[src/rtl/multicycle_ctrl_if.sv]
// multicycle_ctrl_if: control/handshake bundle between the multicycle controller and its datapath/buses.
interface multicycle_ctrl_if;
  logic [31:0] inst;
  logic        br_taken;
  logic        ibus_req;
  logic        ibus_ack;
  logic        dbus_req;
  logic        dbus_we;
  logic        dbus_ack;
  logic        ir_we;
  logic        pc_we;
  logic [1:0]  npc_op;
  logic [2:0]  sext_op;
  logic        rf_we;
  logic [1:0]  rf_wsel;
  logic [3:0]  alu_ctl;
  logic        halt;
  logic [2:0]  state;
  modport master (
    input  inst, br_taken, ibus_ack, dbus_ack,
    output ibus_req, dbus_req, dbus_we, ir_we, pc_we, npc_op, sext_op,
           rf_we, rf_wsel, alu_ctl, halt, state
  );
  modport slave (
    output inst, br_taken, ibus_ack, dbus_ack,
    input  ibus_req, dbus_req, dbus_we, ir_we, pc_we, npc_op, sext_op,
           rf_we, rf_wsel, alu_ctl, halt, state
  );
endinterface

[src/rtl/multicycle_ctrl.sv]
// multicycle_ctrl: fetch/decode/exec/mem/writeback sequencer for the multicycle miniCPU.
module multicycle_ctrl #(
  parameter int unsigned MEM_TIMEOUT = 255
) (
  input logic              clk,
  input logic              rst_n,
  multicycle_ctrl_if.master bus
);
  typedef enum logic [2:0] {
    S_FETCH  = 3'd0,
    S_DECODE = 3'd1,
    S_EXEC   = 3'd2,
    S_MEM    = 3'd3,
    S_WB     = 3'd4,
    S_HALT   = 3'd7
  } state_t;
  state_t     r_state, w_next;
  logic       r_live;
  logic [7:0] r_cnt;
  logic [6:0] w_op;
  logic [2:0] w_f3;
  logic       w_r, w_i, w_ld, w_st, w_br, w_jal, w_jalr, w_lui, w_legal;
  logic       w_fetch, w_mem, w_req, w_ack, w_tmo;
  logic       w_unused;
  assign w_op    = bus.inst[6:0];
  assign w_f3    = bus.inst[14:12];
  assign w_r     = w_op == 7'b0110011;
  assign w_i     = w_op == 7'b0010011;
  assign w_ld    = w_op == 7'b0000011;
  assign w_st    = w_op == 7'b0100011;
  assign w_br    = w_op == 7'b1100011;
  assign w_jal   = w_op == 7'b1101111;
  assign w_jalr  = w_op == 7'b1100111;
  assign w_lui   = w_op == 7'b0110111;
  assign w_legal = w_r | w_i | w_ld | w_st | w_br | w_jal | w_jalr | w_lui;
  assign w_unused = ^{bus.inst[31], bus.inst[29:15]};
  // r_live holds every request low while in reset and until the first edge after release
  assign w_fetch = r_state == S_FETCH;
  assign w_mem   = r_state == S_MEM;
  assign w_req   = r_live & (w_fetch | w_mem);
  assign w_ack   = w_fetch ? bus.ibus_ack : bus.dbus_ack;
  assign w_tmo   = w_req & ~w_ack & (r_cnt == 8'(MEM_TIMEOUT - 1));
  always_ff @(posedge clk or negedge rst_n) begin
    if (!rst_n) begin
      r_state <= S_FETCH;
      r_live  <= 1'b0;
      r_cnt   <= '0;
    end else begin
      r_state <= w_next;
      r_live  <= 1'b1;
      r_cnt   <= (w_next != r_state) ? 8'd0 : (w_req & ~w_ack) ? r_cnt + 8'd1 : r_cnt;
    end
  end
  always_comb begin
    w_next     = r_state;
    bus.ir_we  = 1'b0;
    bus.pc_we  = 1'b0;
    bus.npc_op = 2'b00;
    bus.rf_we  = 1'b0;
    case (r_state)
      S_FETCH: begin
        bus.ir_we = w_req & bus.ibus_ack;
        w_next    = bus.ir_we ? S_DECODE : w_tmo ? S_HALT : S_FETCH;
      end
      S_DECODE: w_next = w_legal ? S_EXEC : S_HALT;
      S_EXEC: begin
        bus.pc_we  = w_br;
        bus.npc_op = {1'b0, w_br & bus.br_taken};
        w_next     = (w_ld | w_st) ? S_MEM : w_br ? S_FETCH : S_WB;
      end
      S_MEM: begin
        bus.pc_we = w_req & bus.dbus_ack & w_st;
        w_next    = (w_req & bus.dbus_ack) ? (w_st ? S_FETCH : S_WB) : w_tmo ? S_HALT : S_MEM;
      end
      S_WB: begin
        bus.rf_we  = bus.inst[11:7] != 5'd0;
        bus.pc_we  = 1'b1;
        bus.npc_op = w_jal ? 2'b10 : w_jalr ? 2'b11 : 2'b00;
        w_next     = S_FETCH;
      end
      S_HALT:  w_next = S_HALT;
      default: w_next = S_HALT;
    endcase
  end
  assign bus.ibus_req = w_req & w_fetch;
  assign bus.dbus_req = w_req & w_mem;
  assign bus.dbus_we  = bus.dbus_req & w_st;
  assign bus.halt     = r_state == S_HALT;
  assign bus.state    = r_state;
  assign bus.sext_op  = w_st ? 3'd1 : w_br ? 3'd2 : w_lui ? 3'd3 : w_jal ? 3'd4 : 3'd0;
  assign bus.rf_wsel  = w_ld ? 2'b01 : (w_jal | w_jalr) ? 2'b10 : w_lui ? 2'b11 : 2'b00;
  assign bus.alu_ctl  = (w_ld | w_st | w_jalr) ? 4'b0000 :
                        {bus.inst[30] & (w_r | (w_i & (w_f3 == 3'b101))), w_f3};
endmodule
[src/flat_wrapper.sv]
// flat-port wrapper written by rule: the top's interface ports become plain ports
module multicycle_ctrl_flat 
#(
  parameter int unsigned MEM_TIMEOUT = 255
)
  (clk, rst_n, bus_inst, bus_br_taken, bus_ibus_ack, bus_dbus_ack, bus_ibus_req, bus_dbus_req, bus_dbus_we, bus_ir_we, bus_pc_we, bus_npc_op, bus_sext_op, bus_rf_we, bus_rf_wsel, bus_alu_ctl, bus_halt, bus_state);
  multicycle_ctrl_if bus_i ();
  input logic clk;
  input logic rst_n;
  input wire logic [$bits(bus_i.inst)-1:0] bus_inst;
  input wire logic [$bits(bus_i.br_taken)-1:0] bus_br_taken;
  input wire logic [$bits(bus_i.ibus_ack)-1:0] bus_ibus_ack;
  input wire logic [$bits(bus_i.dbus_ack)-1:0] bus_dbus_ack;
  output wire logic [$bits(bus_i.ibus_req)-1:0] bus_ibus_req;
  output wire logic [$bits(bus_i.dbus_req)-1:0] bus_dbus_req;
  output wire logic [$bits(bus_i.dbus_we)-1:0] bus_dbus_we;
  output wire logic [$bits(bus_i.ir_we)-1:0] bus_ir_we;
  output wire logic [$bits(bus_i.pc_we)-1:0] bus_pc_we;
  output wire logic [$bits(bus_i.npc_op)-1:0] bus_npc_op;
  output wire logic [$bits(bus_i.sext_op)-1:0] bus_sext_op;
  output wire logic [$bits(bus_i.rf_we)-1:0] bus_rf_we;
  output wire logic [$bits(bus_i.rf_wsel)-1:0] bus_rf_wsel;
  output wire logic [$bits(bus_i.alu_ctl)-1:0] bus_alu_ctl;
  output wire logic [$bits(bus_i.halt)-1:0] bus_halt;
  output wire logic [$bits(bus_i.state)-1:0] bus_state;
  assign bus_i.inst = bus_inst;
  assign bus_i.br_taken = bus_br_taken;
  assign bus_i.ibus_ack = bus_ibus_ack;
  assign bus_i.dbus_ack = bus_dbus_ack;
  assign bus_ibus_req = bus_i.ibus_req;
  assign bus_dbus_req = bus_i.dbus_req;
  assign bus_dbus_we = bus_i.dbus_we;
  assign bus_ir_we = bus_i.ir_we;
  assign bus_pc_we = bus_i.pc_we;
  assign bus_npc_op = bus_i.npc_op;
  assign bus_sext_op = bus_i.sext_op;
  assign bus_rf_we = bus_i.rf_we;
  assign bus_rf_wsel = bus_i.rf_wsel;
  assign bus_alu_ctl = bus_i.alu_ctl;
  assign bus_halt = bus_i.halt;
  assign bus_state = bus_i.state;
  multicycle_ctrl #(.MEM_TIMEOUT(MEM_TIMEOUT)) u_core (.clk(clk), .rst_n(rst_n), .bus(bus_i));
endmodule
[config.mk]
export PLATFORM = sky130hd
export DESIGN_NAME = multicycle_ctrl_flat
export DESIGN_NICKNAME = d
export VERILOG_FILES = /design/src/rtl/multicycle_ctrl_if.sv /design/src/rtl/multicycle_ctrl.sv /design/src/flat_wrapper.sv
export SDC_FILE = /design/constraint.sdc
export NUM_CORES = 1
export LEC_CHECK = 0
export ABC_AREA = 0
export CORE_MARGIN = 1
export CORE_UTILIZATION = 43
export CTS_CLUSTER_DIAMETER = 200
export DETAILED_ROUTE_END_ITERATION = 16
export GPL_TIMING_DRIVEN = 1
export PLACE_DENSITY = 0.84
export SLEW_MARGIN = 20
export SYNTH_ARGS = -nofsm -noshare
export SYNTH_HDL_FRONTEND = slang
export SYNTH_SLANG_ARGS = --single-unit
[constraint.sdc]
create_clock -name clk -period 5.7 [get_ports clk]
set_clock_uncertainty 0.05 [all_clocks]
set_input_delay 0.855 -clock clk [delete_from_list [all_inputs] [get_ports clk]]
set_output_delay 0.855 -clock clk [all_outputs]
set_load 0.03 [all_outputs]
==> results.yml, run 1 <==
floorplan:
  die_w_um: 52.92
  core_mm2: 0.002455
  dieArea_mm2: 0.002800
  start_util_pct: 45.41
  die_y_um: 52.92
  placementRows: 18
  ios: 58
synthesis:
  synth_common_cells: "13 x nor4_1, 12 x dfrtp_1, 12 x nand2_1"
  synth_top_area_cell: "dfrtp_1"
  yosysMostFrequentCell: "nor4_1"
  synth_top_area_share_pct: 26.94
  synthArstFlopShare_pct: 100.0
  synth_cell_types: 43
  ys.flop_type: "dfrtp_1"
  ys_ff_latch: 12
  synthTopCellsByArea: "dfrtp_1 27%, nor4_1 7.3%, xor2_1 4.7%"
  synthCells: 143
  synth_edf_count: 0
  post_synth_instance_area_mm2: 0.001115
  synth_fp_nets: 182
  yosys_warnings: 0
  synth_seq_area_share_pct: 26.94
  avgSynthCellArea_um2: 7.796
cells_and_area:
  n_fill_cell: 197
  design_area_mm2: 0.001560
  syn_to_final_growth_pct: 39.96
  drive_above_1_share_pct: 4.444
  stdcell_count: 210
  antenna_cells: 0
  fin_nets: 220
sta:
  setup_viol: 0
  finalHoldViolations: 0
  min_period_over_period_pct: 68.37
  max_slew_margin_pct: 41.09
  slew_violations: 0
  rsz0062_at_grt: "false"
  fmax_mhz: 256.6
  finalWorstPathRequiredPeriod_ns: 3.897
  fin_setup_tns_ns: 0
  max_slew.worst_pin.slew_ns: 0.8837
  postLayoutSetupSlackWorst_ns: 1.803
run_status:
  outcome: "finished, final reports clean"
cts:
  cts_hold_repair.buffers: 0
  cts_tree: "yes"
  clk_latency_ns: 0.28
  cts_root_buf: "clkbuf_4"
  cts_buffers: 3
  postCtsSetupBuffers: 0
  clock_sinks: 12
  cts_resized: 0
  path_clk_slew_ns: 0.07
  cts_buffer_depth: 2
  htree_levels: 1
routing:
  ant_nets: 0
  drt-total-wl_um: 3118
  vias_per_cell: 6.110
  drt_first_pass_iters: 4
  drt_iter0_drc: 39
  num_vias: 1283
  drc: 0
  wire_per_inst_um: 14.85
power_and_ir_drop:
  p_total_w: 0.0002169
  combinationalPowerShare_pct: 25.1
  pwr-share-seq_pct: 43.0
  p_sw_share_pct: 28.94
  p_int_w: 0.0001541
  p_per_area_mw_per_mm2: 139.0
  ir_drop_v: 0.0001538
  p_leak_nw: 0.5781
  p_sw_w: 0.00006275
  clkPwrFrac_pct: 31.9
global_route:
  met2_usage_pct: 42.19
  overflow: 0
  grt_pass1_wl_um: 5085
  grt_busiest_layer: "met2"
  grt_util_met3_pct: 8.333
  grt_usage_pct: 24.43
  grt_pass1_vias: 1169
  use_met1_pct: 27.72
  grt_max_degree: 16
  antenna_found_initial: 0
placement:
  place_inst: 206
  post_dp_cell_area_mm2: 0.001524
  place.gp.congestion: 0.9119
  portBuffers: 41
  place_hpwl_um: 2385
  dp_slack_ns: 1.795
setup_path:
  cp_data_required_time_ns: 4.80
  worst-setup-path-type: "in -> out"
  worstPathArrival_ns: 2.99
  critPathMaxFanout: 15
  setup.worst_path.start_class: "input pin"
  rrSetupSlack_ns: 2.88
  cp-end-kind: "output port"
worst_hold_path:
  min_path_type: "reg -> reg"
job:
  cap_violations: 0
## sequential cells by signal, summed over array words and instances, names as in the netlist
signal,cells
u_core.r_cnt,8
u_core.bus.state,3
u_core.r_live,1
## path summary, 6_finish.rpt
kind / depth (start not counted) / to / start
min reg2reg: 2 / u_core.r_cnt[7]$_DFFE_PN0P_ / u_core.r_cnt[7]$_DFFE_PN0P_
max: 4 / bus_rf_wsel[0] / bus_inst[2]
min in group asynchronous: 1 / u_core.bus.state[0]$_DFF_PN0_ / rst_n
max reg2reg: 5 / u_core.r_cnt[7]$_DFFE_PN0P_ / u_core.bus.state[0]$_DFF_PN0_
max in group asynchronous: 1 / u_core.r_cnt[7]$_DFFE_PN0P_ / rst_n
min: 2 / u_core.r_cnt[7]$_DFFE_PN0P_ / u_core.r_cnt[7]$_DFFE_PN0P_
## final cells by class
type,instances,area (µm²),area share (%)
clock buffer,4,36.28,2.326
sequential,12,300.3,19.25
inverter,4,15.01,0.9623
multi-input combinational,119,760.7,48.76
tap,30,37.54,2.406
timing repair buffer,41,410.4,26.30
## power groups by stage
stage	clock (W)	combinational, W	sequential (W)
2_1_floorplan	0	0.0000287	0.0000939
3_3_place_gp	0	0.0000525	0.0000944
3_5_place_dp	0	0.0000544	0.0000949
4_1_cts	0.0000703	0.0000546	0.0000932
5_1_grt	0.0000746	0.0000601	0.0000938
6_report	0.0000691	0.0000545	0.0000933
## cells by family (layout without fill, tap and decap cells)
family	count (synthesis)	after routing	synth area share, %
flip-flops	12	12	26.94
buffers and inverters	12	49	4.826
AND/OR/NAND/NOR	82	82	41.64
other	1	1	0.3364
adder cells (fa/ha/maj)	2	2	2.244
AO/OA/AOI/OAI	25	25	16.83
XOR/XNOR	8	8	6.285
multiplexers	1	1	0.8979
## stage by stage
stage          hold WS (ns)  util, %
3_3_place_gp         0.4925    62.08
2_1_floorplan        0.4761        -
3_5_place_dp         0.5153    62.08
5_1_grt              0.5461    63.56
4_1_cts              0.5269    63.56
6_report             0.5296    63.56
## per-layer routing
metal / share of wire (%) / wire, µm
met5: 0 / 0
met2: 53 / 1650
met1: 40 / 1247
met3: 6.1 / 190
met4: 0.90 / 28
## critical path: stages
cell and delay [ns]:
clkdlybuf4s50_1 0.67, or3_1 0.47, a211oi_1 0.27, clkdlybuf4s50_1 0.72
## cells in the final DEF, fill, tap and decap left out, types with 5 or more instances in the layout
| cell type | Yosys | routed |
|---|---|---|
| and2_1 | 5 | 5 |
| nor4_1 | 13 | 13 |
| nand2b_1 | 5 | 5 |
| xor2_1 | 6 | 6 |
| clkdlybuf4s50_1 | 0 | 41 |
| a21oi_1 | 7 | 7 |
| nor3_1 | 5 | 5 |
| nand3_1 | 8 | 8 |
| dfrtp_1 | 12 | 12 |
| nor2_1 | 9 | 9 |
| nand2_1 | 12 | 12 |
No activity file was read; power rests on OpenSTA's default activity.
==> run 2, diff against run 1 <==
Settings changed: CORE_UTILIZATION 43 to 39, PLACE_DENSITY 0.84 to 0.77.
Clock period 5.7 ns to 3.8 ns, I/O delays scaled along.
==> run 2 against run 1 <==
Compared with the run above:
- clock power rose by 14%
- routed wire length is 5.8% lower
- critical path depth is 1 higher
- die area is 9.9% higher
- non-clock buffer count is 2 higher
- setup slack worse by 1.3 ns
- global-route usage fell by 4.3 points
- register-to-register slack worse by 1.4 ns
- worst hold slack got worse by 0.021 ns
- sequential power rose by 50%
- power grew 38%
- critical endpoint is now bus_rf_wsel[1]
- largest cell class unchanged
- largest power group unchanged
==> results.yml, run 2 (synthesized netlist as in run 1, its figures left out) <==
global_route:
  antenna_found_initial: 0
  grt_usage_pct: 20.14
  grt_pass1_wl_um: 5119
  grt_pass1_vias: 1190
  grt_max_degree: 16
  overflow: 0
power_and_ir_drop:
  p_per_area_mw_per_mm2: 192.1
  p_leak_nw: 0.5811
  ir_drop_v: 0.0001706
cells_and_area:
  n_fill_cell: 268
  syn_to_final_growth_pct: 40.18
  largest_reg_flops: 8
  fin_nets: 222
  antenna_cells: 0
  design_area_mm2: 0.001563
  final_common_cell: "clkdlybuf4s50_1"
  drive_above_1_share_pct: 4.972
  final_core_util_pct: 57.16
  regMostFlops: "u_core.r_cnt"
  layout_common_cells: "41 x clkdlybuf4s50_1, 13 x nor4_1, 12 x nand2_1, 12 x dfrtp_1, 9 x nor2_1"
floorplan:
  core_mm2: 0.002734
  die_w_um: 55.47
  placementRows: 19
  ios: 58
  start_util_pct: 40.78
  dieArea_mm2: 0.003076
  die_y_um: 55.47
worst_hold_path:
  min_path_type: "reg -> reg"
setup_path:
  cp_data_required_time_ns: 3.18
  critPathMaxFanout: 11
  worst-setup-path-type: "in -> out"
  setup.worst_path.start_class: "input pin"
  cp-end-kind: "output port"
  worstPathArrival_ns: 2.63
  rrSetupSlack_ns: 1.46
cts:
  clk_latency_ns: 0.28
  cts_buffer_depth: 2
  cts_hold_repair.buffers: 0
  cts_resized: 0
  cts_tree: "yes"
  htree_levels: 1
  path_clk_slew_ns: 0.07
  postCtsSetupBuffers: 0
  cts_root_buf: "clkbuf_4"
  cts_buffers: 3
  clock_sinks: 12
placement:
  place.gp.congestion: 0.8722
  place_hpwl_um: 2278
  portBuffers: 41
  dp_slack_ns: 0.5562
  post_dp_cell_area_mm2: 0.001540
sta:
  setup_viol: 0
  max_slew.worst_pin.slew_ns: 0.7009
  postLayoutSetupSlackWorst_ns: 0.5496
  finalWorstPathRequiredPeriod_ns: 3.250
  slew_violations: 0
  finalHoldViolations: 0
  fin_setup_tns_ns: 0
  fmax_mhz: 307.7
  rsz0062_at_grt: "false"
  min_period_over_period_pct: 85.54
  max_slew_margin_pct: 53.27
routing:
  vias_per_cell: 5.835
  num_vias: 1237
  drt_first_pass_iters: 4
  wire_per_inst_um: 13.86
  ant_nets: 0
  drt_iter0_drc: 34
  drt-total-wl_um: 2938
  drc: 0
run_status:
  outcome: "finished, final reports clean"
job:
  cap_violations: 0
-- run 2: cell count changes in the layout (fill, tap and decap cells not counted) --
| cell | previous run | this run |
|---|---|---|
| buf_4 | 0 | 2 |
| clkbuf_8 | 1 | 0 |
-- run 2: layout make-up --
| class | count | area, µm² | area share (%) |
|---|---|---|---|
| multi-input cells | 119 | 760.7 | 48.68 |
| flip-flops and latches | 12 | 300.3 | 19.22 |
| clock buffers | 3 | 22.52 | 1.441 |
| repair buffers | 43 | 425.4 | 27.22 |
| well taps | 31 | 38.79 | 2.482 |
| inverters | 4 | 15.01 | 0.9608 |
-- run 2: path summary, 6_finish.rpt --
check,from,end,cells after the start
setup reg to reg,u_core.bus.state[0]$_DFF_PN0_,u_core.r_cnt[7]$_DFFE_PN0P_,6
setup / recovery,bus_inst[4],bus_rf_wsel[1],5
max in group asynchronous,rst_n,u_core.bus.state[1]$_DFF_PN0_,1
min in group asynchronous,rst_n,u_core.r_cnt[7]$_DFFE_PN0P_,1
hold / removal,u_core.r_cnt[7]$_DFFE_PN0P_,u_core.r_cnt[7]$_DFFE_PN0P_,2
hold reg to reg,u_core.r_cnt[7]$_DFFE_PN0P_,u_core.r_cnt[7]$_DFFE_PN0P_,2
-- run 2: layer usage --
metal / vias up / wire (µm) / GRT usage [%] / share of wire, %
met5: - / 0 / 0 / 0
met4: 0 / 56 / 9.643 / 1.9
met3: 7 / 172 / 3.513 / 5.9
met2: 40 / 1414 / 34.60 / 48
met1: 575 / 1294 / 24.26 / 44
li1: 615 / - / - / -
-- run 2: power breakdown --
group / switching, W / internal, W
Sequential: 0.00000738 / 0.000133
Clock: 0.0000417 / 0.0000368
Combinational: 0.0000407 / 0.0000410
-- run 2: worst max-delay path: stages --
cell	delay, ns
clkdlybuf4s50_1	0.58
nand2b_1	0.29
or3_1	0.40
o21ai_0	0.10
clkdlybuf4s50_1	0.69
-- run 2: per-stage QoR --
stage / power, W / hold slack [ns] / cells
after floorplan: 0.0001838 / 0.2244 / 143
after global placement: 0.0002215 / 0.4982 / 209
after detailed placement: 0.0002243 / 0.5024 / 209
after CTS: 0.0003037 / 0.5116 / 212
after global routing: 0.0003145 / 0.5194 / 212
final: 0.0003001 / 0.5084 / 212
==> run 3, diff against run 2 <==
Settings changed: SKIP_CTS_REPAIR_TIMING from default to 1.
==> results of run 3 <==
Same layout as run 2: the final DEF is identical, and so are final timing and power.
